===== src/rtl/fetch_redirect_unit.sv =====
// Fetch stage and EX-stage redirect resolution: owns the PC, squashes the wrong-path slot on taken
// branch/jal/jalr. Define FETCH_MISALIGN_TRAP_EN to trap (freeze) on targets with bit 1 set.
module fetch_redirect_unit #(
    parameter int unsigned ADDR_W    = 8,
    parameter logic [31:0] RESET_PC  = 32'h0000_0000,
    parameter logic [31:0] NOP_INSTR = 32'h0000_0013
) (
    input  logic              clk,
    input  logic              rst_n,
    input  logic              halt,
    input  logic [31:0]       instr_rdata,
    input  logic [1:0]        pcsel,
    input  logic              zcomp,
    input  logic              alu_zero,
    input  logic [31:0]       rs1_data,
    output logic [ADDR_W-1:0] imem_addr,
    output logic              imem_en,
    output logic [31:0]       instruction_EX,
    output logic [31:0]       pc_EX,
    output logic [31:0]       pc_plus4_EX,
    output logic              stall_EX,
    output logic              redirect,
    output logic              misalign_err
);

    logic [31:0] pc_f_q, pc_f_d;
    logic [31:0] pc_ex_q, pc_ex_d;
    logic        stall_ex_q, stall_ex_d;
    logic        trap_q, trap_d;

    logic [31:0] b_imm, j_imm, i_imm;
    logic [31:0] target;
    logic        taken;

    assign instruction_EX = stall_ex_q ? NOP_INSTR : instr_rdata;
    assign pc_EX          = pc_ex_q;
    assign pc_plus4_EX    = pc_ex_q + 32'd4;
    assign stall_EX       = stall_ex_q;
    assign imem_addr      = pc_f_q[ADDR_W+1:2];
    assign misalign_err   = trap_q;

    // A trapped unit stops reading so the ROM output stays put alongside the frozen PCs.
    assign imem_en = ~halt & ~trap_q;

    assign b_imm = {{19{instruction_EX[31]}}, instruction_EX[31], instruction_EX[7],
                    instruction_EX[30:25], instruction_EX[11:8], 1'b0};
    assign j_imm = {{11{instruction_EX[31]}}, instruction_EX[31], instruction_EX[19:12],
                    instruction_EX[20], instruction_EX[30:21], 1'b0};
    assign i_imm = {{20{instruction_EX[31]}}, instruction_EX[31:20]};

    always_comb begin
        taken = 1'b0;
        unique case (pcsel)
            2'b00: taken = 1'b0;
            2'b01: taken = (alu_zero == zcomp);
            2'b10: taken = 1'b1;
            2'b11: taken = 1'b1;
        endcase
        // A bubble in EX carries no real control flow, so it can never redirect.
        taken = taken & ~stall_ex_q & ~halt;
    end

    assign redirect = taken;

    always_comb begin
        target = pc_ex_q + 32'd4;
        unique case (pcsel)
            2'b00: target = pc_ex_q + 32'd4;
            2'b01: target = pc_ex_q + b_imm;
            2'b10: target = pc_ex_q + j_imm;
            2'b11: target = (rs1_data + i_imm) & ~32'h1;
        endcase
    end

    always_comb begin
        pc_f_d     = pc_f_q;
        pc_ex_d    = pc_ex_q;
        stall_ex_d = stall_ex_q;
        trap_d     = trap_q;
        if (halt || trap_q) begin
            // hold everything
        end else if (taken) begin
`ifdef FETCH_MISALIGN_TRAP_EN
            if (target[1]) begin
                trap_d     = 1'b1;
                stall_ex_d = 1'b1;
            end else begin
                pc_f_d     = target & ~32'h3;
                pc_ex_d    = pc_f_q;
                stall_ex_d = 1'b1;
            end
`else
            pc_f_d     = target & ~32'h3;
            pc_ex_d    = pc_f_q;
            stall_ex_d = 1'b1;
`endif
        end else begin
            pc_f_d     = pc_f_q + 32'd4;
            pc_ex_d    = pc_f_q;
            stall_ex_d = 1'b0;
        end
    end

    always_ff @(posedge clk) begin
        if (!rst_n) begin
            pc_f_q     <= RESET_PC;
            pc_ex_q    <= 32'h0000_0000;
            stall_ex_q <= 1'b1;
            trap_q     <= 1'b0;
        end else begin
            pc_f_q     <= pc_f_d;
            pc_ex_q    <= pc_ex_d;
            stall_ex_q <= stall_ex_d;
            trap_q     <= trap_d;
        end
    end

endmodule


===== config.mk =====
export PLATFORM = sky130hd
export DESIGN_NAME = fetch_redirect_unit
export DESIGN_NICKNAME = d
export VERILOG_FILES = /design/src/rtl/fetch_redirect_unit.sv
export SDC_FILE = /design/constraint.sdc
export NUM_CORES = 1
export LEC_CHECK = 0
export BUFFER_PORTS_ARGS = -buffer_cell sky130_fd_sc_hd__buf_2
export CORE_UTILIZATION = 52
export CTS_BUF_LIST = sky130_fd_sc_hd__clkbuf_8
export DETAILED_ROUTE_END_ITERATION = 7
export MAX_ROUTING_LAYER = met4
export PLACE_DENSITY = 0.8
export SLEW_MARGIN = 10
export SYNTH_ARGS = -nofsm -noshare
export SYNTH_HDL_FRONTEND = slang
export SYNTH_SLANG_ARGS = --single-unit

===== constraint.sdc =====
create_clock -name clk -period 3.91 [get_ports clk]
set_input_delay 0.1955 -clock clk [delete_from_list [all_inputs] [get_ports clk]]
set_output_delay 0.1955 -clock clk [all_outputs]
set_load 0.02 [all_outputs]

Yosys cells after proc, flatten, opt, wreduce, memory -nomap -nowiden --
Cells that the tools add are included.
Storage, ports and cells: bits in latches 0, output and inout port bits 108, bits of input ports 71, memories kept 0, logic and storage cells 23, bits in read-only memories 0, register bits 65, memory bits (writable) 0
Operators by class: bitwise logic cells 4, equal/unequal tests 4, divide/modulo/power cells 0, shift-type cells 0, multiplexer cells 5, reductions and logical operators 2, $lt $le $gt $ge 0, multipliers 0, add/subtract/negate cells 5
Operators by type and width (number):
- $pmux 32 s4 | 1
- $add 32x32->32 | 3
- $add 32x3->32 const B | 2
- $mux 32 | 2
- $eq 2x2->1 const B | 2
- $pmux 1 s3 | 1
- $and 1x1->1 | 2
- $eq 2x1->1 const B | 1
- $logic_not 2->1 | 1
- $not 1->1 | 2
- $reduce_or 2->1 | 1
- $eq 1x1->1 | 1
- $mux 1 | 1

Logic depth before layout (Yosys ltp) --
Gate-level depths: netlist of run 1.
depth after elaboration 6, mapped depth 20, gate-level depth less buffers 16

Worst setup path before layout of run 1 --
OpenSTA, ideal clock, no wires.
path type register -> register, from register stall_ex_q, in the netlist stall_EX, to register pc_f_q[25], path slack -531 ps, data arrival time 4319 ps, cell stages (with the launch flop) 19, setup time 122 ps, buffers on the path 5, data required time 3788 ps, clock period less this slack 4441 ps, cells stage by stage dfxtp_1 buf_2 buf_2 buf_4 clkbuf_1 clkbuf_1 nor2b_1 mux2_2 ha_1 nand2b_1 a21oi_1 o211ai_1 a311oi_1 nor2_1 o211ai_1 mux2i_1 xnor2_1 a221oi_1 nor2_1
On the way: word-level cells in the longest chain between the ends 4, elaborated cells between the ends (all ways) 9, those cells by class add/sub: 3; mux: 3; bitwise: 3
Ends and longest elaborated chain:
- start: declaration | line 28 | logic stall_ex_q, stall_ex_d;
- start signal: assignment | line 113 | stall_ex_q <= stall_ex_d;
- $mux 32 | line 35 | assign instruction_EX = stall_ex_q ? NOP_INSTR : instr_rdata;
- named net instruction_EX[10] | line 18 | output logic [31:0] instruction_EX,
- $add 32x32->32 | line 69 | 2'b01: target = pc_ex_q + b_imm;
- $pmux 32 s4 | line 67 | unique case (pcsel)
- $mux 32 | line 82 | end else if (taken) begin
- end signal: assignment | line 111 | pc_f_q <= pc_f_d;
- end: declaration | line 26 | logic [31:0] pc_f_q, pc_f_d;
The timed path passes the listed nets, and every way through them passes these cells. A chain may end at the register's enable or synchronous reset.

Final worst setup path of run 1 --
from register stall_ex_q, in the netlist stall_EX, to register pc_f_q[29]
On the way: word-level cells in the longest chain between the ends 4, elaborated cells between the ends (all ways) 9, those cells by class add/sub: 3; mux: 3; bitwise: 3
Ends and longest elaborated chain:
- $mux 32 or $not 1->1 (tied branches) | line 35, 60
- $add 32x32->32 (tied with other cells) | line 71 | 2'b11: target = (rs1_data + i_imm) & ~32'h1;
- $pmux 32 s4 or $and 1x1->1 (tied branches) | line 67, 60
- $mux 32 * | line 82
Every way passes the cells marked *; elsewhere a longest branch is shown, timed or not.

==> results of run 1 <==
-- through the flow --
| step | hold slack, ns | std cells | setup TNS, ns | area, sq um | total power, mW |
|---|---|---|---|---|---|
| floorplan | 0.333 | 1114 | 0 | 7910 | 1.12 |
| global placement | 0.498 | 1389 | 0 | 8670 | 1.28 |
| detailed placement | 0.505 | 1389 | -0.00636 | 8670 | 1.29 |
| CTS | 0.194 | 1405 | 0 | 8850 | 1.80 |
| global route | 0.233 | 1405 | 0 | 8870 | 1.89 |
| finish | 0.192 | 1405 | 0 | 8870 | 1.82 |
-- what timing repair did --
action / CTS / global route
gates resized for setup: 0 / 4
setup endpoints to repair: 0 / 9
hold endpoints to repair: 0 / 0
-- sequential cells by signal, indices dropped and copies added, names as in the netlist --
register  cells
pc_EX        30
stall_EX      1
pc_f_q       30
-- cell families (layout without fill, tap and decap cells) --
family          count (synthesis)  after routing  share of synthesized area (%)
other cells                     2              6                         0.0961
xor+xnor                      117            117                           13.1
compound gates                270            270                           23.9
mux                            49             49                           6.35
buf+inv                       130            237                           7.19
simple gates                  447            447                           28.4
flops                          61             61                           15.6
fa+ha+maj                      34             34                           5.36
-- cell usage in the layout (no fill, tap or decap), drive strengths merged, types with 20 or more instances in the layout --
cell type	Yosys	routed
a21oi	57	57
a221oi	23	23
a31oi	20	20
buf	40	190
dfxtp	61	61
ha	27	27
inv	31	32
mux2i	44	44
nand2	96	96
nand3	53	53
nor2	129	129
nor2b	27	27
nor3	36	36
o21ai	54	54
xnor2	82	82
xor2	35	35
-- Yosys cell counts (16+ instances only) --
cell and n:
sky130_fd_sc_hd__nand4_1 16, sky130_fd_sc_hd__o21ai_0 52, sky130_fd_sc_hd__nor2b_1 27, sky130_fd_sc_hd__nand2_1 96, sky130_fd_sc_hd__inv_1 30, sky130_fd_sc_hd__nand3_1 53, sky130_fd_sc_hd__a221oi_1 22, sky130_fd_sc_hd__xnor2_1 82
sky130_fd_sc_hd__nor2_1 129, sky130_fd_sc_hd__ha_1 27, sky130_fd_sc_hd__a31oi_1 20, sky130_fd_sc_hd__dfxtp_1 61, sky130_fd_sc_hd__a21oi_1 57, sky130_fd_sc_hd__nor3_1 35, sky130_fd_sc_hd__mux2i_1 44, sky130_fd_sc_hd__xor2_1 35
sky130_fd_sc_hd__and3_1 18, sky130_fd_sc_hd__clkbuf_1 59
-- metal layers --
metal / wire, um / vias up / track usage [%]
li1: - / 4208 / -
met1: 11000 / 4031 / 46.6
met2: 10700 / 564 / 46.7
met3: 2830 / 54 / 4.98
met4: 539 / 0 / 11.3
met5: 0 / - / -
-- power by group --
| group | total [mW] | leakage [nW] | switching [mW] | internal (mW) |
|---|---|---|---|---|
| Combinational | 0.621 | 3.31 | 0.391 | 0.230 |
| Clock | 0.523 | 0.0963 | 0.265 | 0.259 |
| Sequential | 0.672 | 0.494 | 0.0355 | 0.636 |
-- final cells by class --
| cell class | count | area (sq um) | share of cell area (%) |
|---|---|---|---|
| multi-input combinational | 923 | 6120 | 69.0 |
| sequential | 61 | 1220 | 13.8 |
| timing repair buffer | 190 | 997 | 11.2 |
| tap | 184 | 230 | 2.60 |
| clock buffer | 11 | 151 | 1.71 |
| inverter | 31 | 116 | 1.31 |
| clock inverter | 5 | 26.3 | 0.296 |
-- worst max path at each step --
stage,start,endpoint,depth (start not counted)
global route,stall_EX$_SDFFE_PN1N_,pc_f_q[29]$_SDFFE_PN0N_,16
global placement,pcsel[0],pc_f_q[25]$_SDFFE_PN0N_,16
floorplan,stall_EX$_SDFFE_PN1N_,pc_f_q[25]$_SDFFE_PN0N_,18
detailed placement,pcsel[0],pc_f_q[23]$_SDFFE_PN0N_,16
CTS,stall_EX$_SDFFE_PN1N_,pc_f_q[23]$_SDFFE_PN0N_,15
finish,stall_EX$_SDFFE_PN1N_,pc_f_q[29]$_SDFFE_PN0N_,16
-- worst max-delay path: cells and delay by family (launching register included) --
family / cells / cell delay (ns)
AO/OA/AOI/OAI: 7 / 1.66
flip-flops: 1 / 0.45
buffers and inverters: 3 / 0.41
AND/OR/NAND/NOR: 4 / 0.48
adder cells (fa/ha/maj): 2 / 0.56
==> metrics.cfg, run 1 <==
[worst_setup_path]
worstPathArrival_ns = 3.94
worst-endpoint-required_ns = 4.16
cpPeakStageDelay_ns = 0.45
setup.reg_to_reg.worst_slack_ns = 0.22
launch_instance_of_the_worst_register_to_register_path = stall_EX$_SDFFE_PN1N_
start_kind = flip-flop
timing.critical_path.slowest_stage_cell = sky130_fd_sc_hd__dfxtp_4
critPathCaptureType = flip-flop
worstReg2RegEnd = pc_f_q[29]$_SDFFE_PN0N_
critical_path_class = reg -> reg
cp_cell_sequence = inv_1 -> nand2_1 -> o21ai_0 -> inv_1 -> fa_2 -> nand2b_4 -> a221oi_1 -> o21ai_1 -> a311oi_2 -> nor2_1 -> o211ai_1 -> buf_4 -> maj3_1 -> nor2_1 -> a211oi_1 -> a21oi_1
worst_reg_to_reg_path_cell_count = 16
crit_fanout = 30

[timing]
fin_skew_ns = 0.0105
report.final.setup_viol = 0
worst_slew_pin_slew_ns = 0.850
worst_slew_margin_rel_pct = 43.3
setup_ws_ns = 0.222
layout_worst_path_cycle_share_pct = 94.3
fmax_ghz = 0.271
finalHoldViolations = 0
grt_setup_unrepaired = false
slew_viol_final = 0
min_period_ns = 3.69

[synthesis]
synthFlopType = sky130_fd_sc_hd__dfxtp_1
ys_top_cells_by_area = sky130_fd_sc_hd__dfxtp_1 (16%), sky130_fd_sc_hd__xnor2_1 (9.2%), sky130_fd_sc_hd__nor2_1 (6.2%)
post_synth_instance_area_sq_um = 7820
netlist_instances = 1110
mapped_avg_cell_area_sq_um = 7.04
number_of_enable_type_register_cells_in_the_synthesized_netlist = 0
synth.top_cell.area_share_pct = 15.6
synth.ff_latch_count = 61
yosysSeqAreaShare_pct = 15.6
synthesis.yosys.warnings = 0
yosysUniqueCellTypes = 86
async_flop_share_pct = 0
synth_largest_area_cell = sky130_fd_sc_hd__dfxtp_1

[final_layout]
post_route_cells_drive_above_1_share_pct = 20.5
finalNetCount = 1315
antenna_cells_inserted = 0
utilization_pct = 60.8
final.fill_count = 1381
synth_to_layout_area_growth_pct = 13.4

[clock_tree]
cts_inserted_buffers = 9
post_cts_hold_buffer_count = 0
tritoncts = done
cts-root-to-sink-buffers = 2
insertion_delay_ns = 0.36
clk_pin_slew_worst_paths_ns = 0.07
post-cts-setup-buffer-count = 0
sinks_on_clock_net = 61
cts-htree-levels = 3
clk_root_buffer_cell = sky130_fd_sc_hd__clkbuf_8

[grt]
grt_overflow_total = 0
grt_max_degree = 47
globalRouteTotalUtil_pct = 32.8
grt_pass1_vias = 7813
grt_pass1_wl_mm = 40.8
grt_antenna_before_repair = 0

[floorplan]
dieWidth_um = 125
design.portCount = 179
dieArea_sq_um = 15500
std_cell_rows = 44
die_height_um = 125
core_area_sq_um = 14600
floorplan.initialDensity_pct = 53.6

[route]
initialDrtViolationCount = 879
drcViolationCount = 0
routed_wire_length_per_instance_um = 17.9
detailroute.via_count = 8857
detail_routed_via_count_per_cell = 6.30
wl_mm = 25.1
postRouteAntennaNets = 0
drtPass1Iterations = 6

[pwr]
irDropWorstVdd_uv = 121
pwr_density_cell_nw_per_um2 = 205
p_leak_nw = 3.90

[hold_path]
hold_class = in -> reg
min_delay_path_depth = 4
worstHoldStart = rs1_data[31]
timing.hold.worst_endpoint = pc_f_q[31]$_SDFFE_PN0N_

[run]
maxCapViolCount = 0

[placement]
weighted_congestion_reported_at_the_end_of_routability_driven_placement = 1.02
dp_hpwl_mm = 18.9
dpl_worst_slack_ns = -0.00636
io_buffer_count = 173

[outcome]
status = complete, no violations

(Power assumes the default switching activity.)
==> run 2, diff against run 1 <==
--- a/config.mk
+++ b/config.mk
@@ -6,11 +6,14 @@
 export NUM_CORES = 1
 export LEC_CHECK = 0
 export BUFFER_PORTS_ARGS = -buffer_cell sky130_fd_sc_hd__buf_2
-export CORE_UTILIZATION = 52
+export CELL_PAD_IN_SITES_DETAIL_PLACEMENT = 1
+export CELL_PAD_IN_SITES_GLOBAL_PLACEMENT = 1
+export CORE_UTILIZATION = 36
 export CTS_BUF_LIST = sky130_fd_sc_hd__clkbuf_8
 export DETAILED_ROUTE_END_ITERATION = 7
 export MAX_ROUTING_LAYER = met4
-export PLACE_DENSITY = 0.8
+export PLACE_DENSITY_LB_ADDON = 0.1
+export RECOVER_POWER = 100
 export SLEW_MARGIN = 10
 export SYNTH_ARGS = -nofsm -noshare
 export SYNTH_HDL_FRONTEND = slang
==> metrics.cfg, run 2 (synthesis gave the netlist of run 1 again) <==
[timing]
min_period_ns = 3.63  ; was 3.69 ns
worst_slew_margin_rel_pct = 37.6  ; was 43.3%
fmax_ghz = 0.276  ; was 0.271 GHz
report.final.setup_viol = 0  ; unchanged
worst_slew_pin_slew_ns = 0.936  ; was 0.850 ns
layout_worst_path_cycle_share_pct = 92.8  ; was 94.3%
grt_setup_unrepaired = true  ; was false
slew_viol_final = 0  ; unchanged
tns_ns = 0  ; unchanged
finalHoldViolations = 0  ; unchanged
fin_skew_ns = 0.0152  ; was 0.0105 ns

[final_layout]
seqCellArea_sq_um = 1220  ; unchanged
post_route_cells_drive_above_1_share_pct = 20.3  ; was 20.5%
antenna_cells_inserted = 0  ; unchanged
synth_to_layout_area_growth_pct = 16.3  ; was 13.4%
layout.cells.most_common = sky130_fd_sc_hd__buf_2  ; unchanged
finalNetCount = 1331  ; was 1315
multiInputGateArea_sq_um = 6130  ; was 6120 sq um
mostFrequentLayoutCells = sky130_fd_sc_hd__buf_2 (155), sky130_fd_sc_hd__nor2_1 (128), sky130_fd_sc_hd__nand2_1 (96), sky130_fd_sc_hd__xnor2_1 (82), sky130_fd_sc_hd__dfxtp_1 (60)  ; was sky130_fd_sc_hd__buf_2 (173), sky130_fd_sc_hd__nor2_1 (128), sky130_fd_sc_hd__nand2_1 (96), sky130_fd_sc_hd__xnor2_1 (82), sky130_fd_sc_hd__dfxtp_1 (60)
final.fill_count = 2792  ; was 1381
final_cell_area_sq_um = 9090  ; was 8870 sq um

[pwr]
internal_power_mw = 1.13  ; was 1.12 mW
switchingPower_mw = 0.736  ; was 0.691 mW
power.clock.fraction_pct = 29.4  ; was 28.8%
irDropWorstVdd_uv = 142  ; was 121 uV
seqPwrFrac_pct = 35.5  ; was 37.0%
pwr-share-comb_pct = 35.1  ; was 34.2%
p_leak_nw = 3.90  ; about the same
power_switching_share_pct = 39.4  ; was 38.1%
pwr_density_cell_nw_per_um2 = 205  ; about the same

[clock_tree]
post_cts_hold_buffer_count = 0  ; unchanged
tritoncts = done  ; unchanged
clk_root_buffer_cell = sky130_fd_sc_hd__clkbuf_8  ; unchanged
cts-root-to-sink-buffers = 2  ; unchanged
cts_inserted_buffers = 9  ; unchanged
cts-htree-levels = 3  ; unchanged
cts_repair_resize_count = 0  ; unchanged
post-cts-setup-buffer-count = 0  ; unchanged
clk_pin_slew_worst_paths_ns = 0.08  ; was 0.07 ns
insertion_delay_ns = 0.38  ; was 0.36 ns
sinks_on_clock_net = 61  ; unchanged

[route]
detail_routed_via_count_per_cell = 5.82  ; was 6.30
drtPass1Iterations = 5  ; was 6
postRouteAntennaNets = 0  ; unchanged
routed_wire_length_per_instance_um = 20.2  ; was 17.9 um
initialDrtViolationCount = 487  ; was 879
wl_mm = 30.6  ; was 25.1 mm
detailroute.via_count = 8797  ; was 8857
drcViolationCount = 0  ; unchanged

[grt]
globalRouteTotalUtil_pct = 28.2  ; was 32.8%
grt_max_degree = 44  ; was 47
grt_pass1_vias = 8319  ; was 7813
grt_overflow_total = 0  ; unchanged
grt_pass1_wl_mm = 47.8  ; was 40.8 mm
grt_antenna_before_repair = 0  ; unchanged

[worst_setup_path]
worst-endpoint-required_ns = 4.13  ; was 4.16 ns
start_kind = flip-flop  ; unchanged
critPathCaptureType = flip-flop  ; unchanged
crit_fanout = 21  ; was 30
critical_path_class = reg -> reg  ; unchanged
worstPathArrival_ns = 3.85  ; was 3.94 ns

[floorplan]
dieWidth_um = 149  ; was 125 um
core_area_sq_um = 21200  ; was 14600 sq um
floorplan.initialDensity_pct = 37.0  ; was 53.6%
die_height_um = 149  ; was 125 um
dieArea_sq_um = 22300  ; was 15500 sq um
std_cell_rows = 53  ; was 44
design.portCount = 179  ; unchanged

[hold_path]
hold_class = in -> reg  ; unchanged

[placement]
post_dp_cell_area_sq_um = 8910  ; was 8670 sq um
weighted_congestion_reported_at_the_end_of_routability_driven_placement = 0.893  ; was 1.02
dp_hpwl_mm = 23.8  ; was 18.9 mm
io_buffer_count = 173  ; unchanged

[run]
maxCapViolCount = 0  ; unchanged

[outcome]
status = complete, no violations  ; unchanged

[run 2: cell types whose count changed in the layout (fill, tap and decap cells not counted), sizes merged]
cell / change
clkbuf: +18
buf: -2
[run 2: path summary, 6_finish.rpt]
kind / start / endpoint / slack, ns / cells past startpoint
worst min-delay path: rs1_data[31] / pc_f_q[31]$_SDFFE_PN0N_ / 0.21 / 4
worst min register to register: pc_f_q[13]$_SDFFE_PN0N_ / pc_EX[13]$_SDFFE_PN0N_ / 0.53 / 2
worst max register to register: stall_EX$_SDFFE_PN1N_ / pc_f_q[30]$_SDFFE_PN0N_ / 0.28 / 14
worst max-delay path: stall_EX$_SDFFE_PN1N_ / pc_f_q[30]$_SDFFE_PN0N_ / 0.28 / 14
[run 2: cell type report]
class	instances	area share [%]
Multi-Input combinational cell	923	67.5
Sequential cell	61	13.5
Timing Repair Buffer	206	12.0
Tap cell	275	3.78
Clock buffer	11	1.67
Inverter	31	1.28
Clock inverter	5	0.289
[run 2: power by group through the flow]
stage          clock network (mW)  registers (mW)  logic [mW]
2_1_floorplan                   0           0.672       0.448
3_3_place_gp                    0           0.677       0.645
3_5_place_dp                    0           0.677       0.650
4_1_cts                     0.549           0.663       0.653
5_1_grt                     0.580           0.667       0.710
6_report                    0.548           0.664       0.656
[run 2: worst max-delay path, stage by stage (launching register included)]
cell,delay (ns)
sky130_fd_sc_hd__dfxtp_4,0.46
sky130_fd_sc_hd__buf_6,0.23
sky130_fd_sc_hd__nor2b_1,0.09
sky130_fd_sc_hd__mux2_2,0.27
sky130_fd_sc_hd__ha_1,0.31
sky130_fd_sc_hd__nor2_1,0.08
sky130_fd_sc_hd__o21a_1,0.21
sky130_fd_sc_hd__o41ai_4,0.40
sky130_fd_sc_hd__a31oi_2,0.19
sky130_fd_sc_hd__o21ba_2,0.31
sky130_fd_sc_hd__nor4b_2,0.18
sky130_fd_sc_hd__o32ai_2,0.22
sky130_fd_sc_hd__mux2i_1,0.12
sky130_fd_sc_hd__a211oi_1,0.26
sky130_fd_sc_hd__o22ai_1,0.12
[run 2: per-layer routing]
layer / global-route usage [%] / wire [um]
met1: 40.6 / 15400
met2: 42.3 / 13600
met3: 2.35 / 1230
met4: 6.28 / 363
met5: - / 0
[run 2: per-stage QoR]
stage | total power, mW | worst slack [ns] | std cells | hold WS [ns] | util, %
2_1_floorplan | 1.12 | 0.00695 | 1114 | 0.333 | -
3_3_place_gp | 1.32 | 0.0790 | 1496 | 0.505 | 42.1
3_5_place_dp | 1.33 | 0.00217 | 1496 | 0.514 | 42.1
4_1_cts | 1.86 | 0.0423 | 1512 | 0.219 | 42.9
5_1_grt | 1.96 | 0.0115 | 1512 | 0.256 | 43.0
6_report | 1.87 | 0.283 | 1512 | 0.213 | 43.0
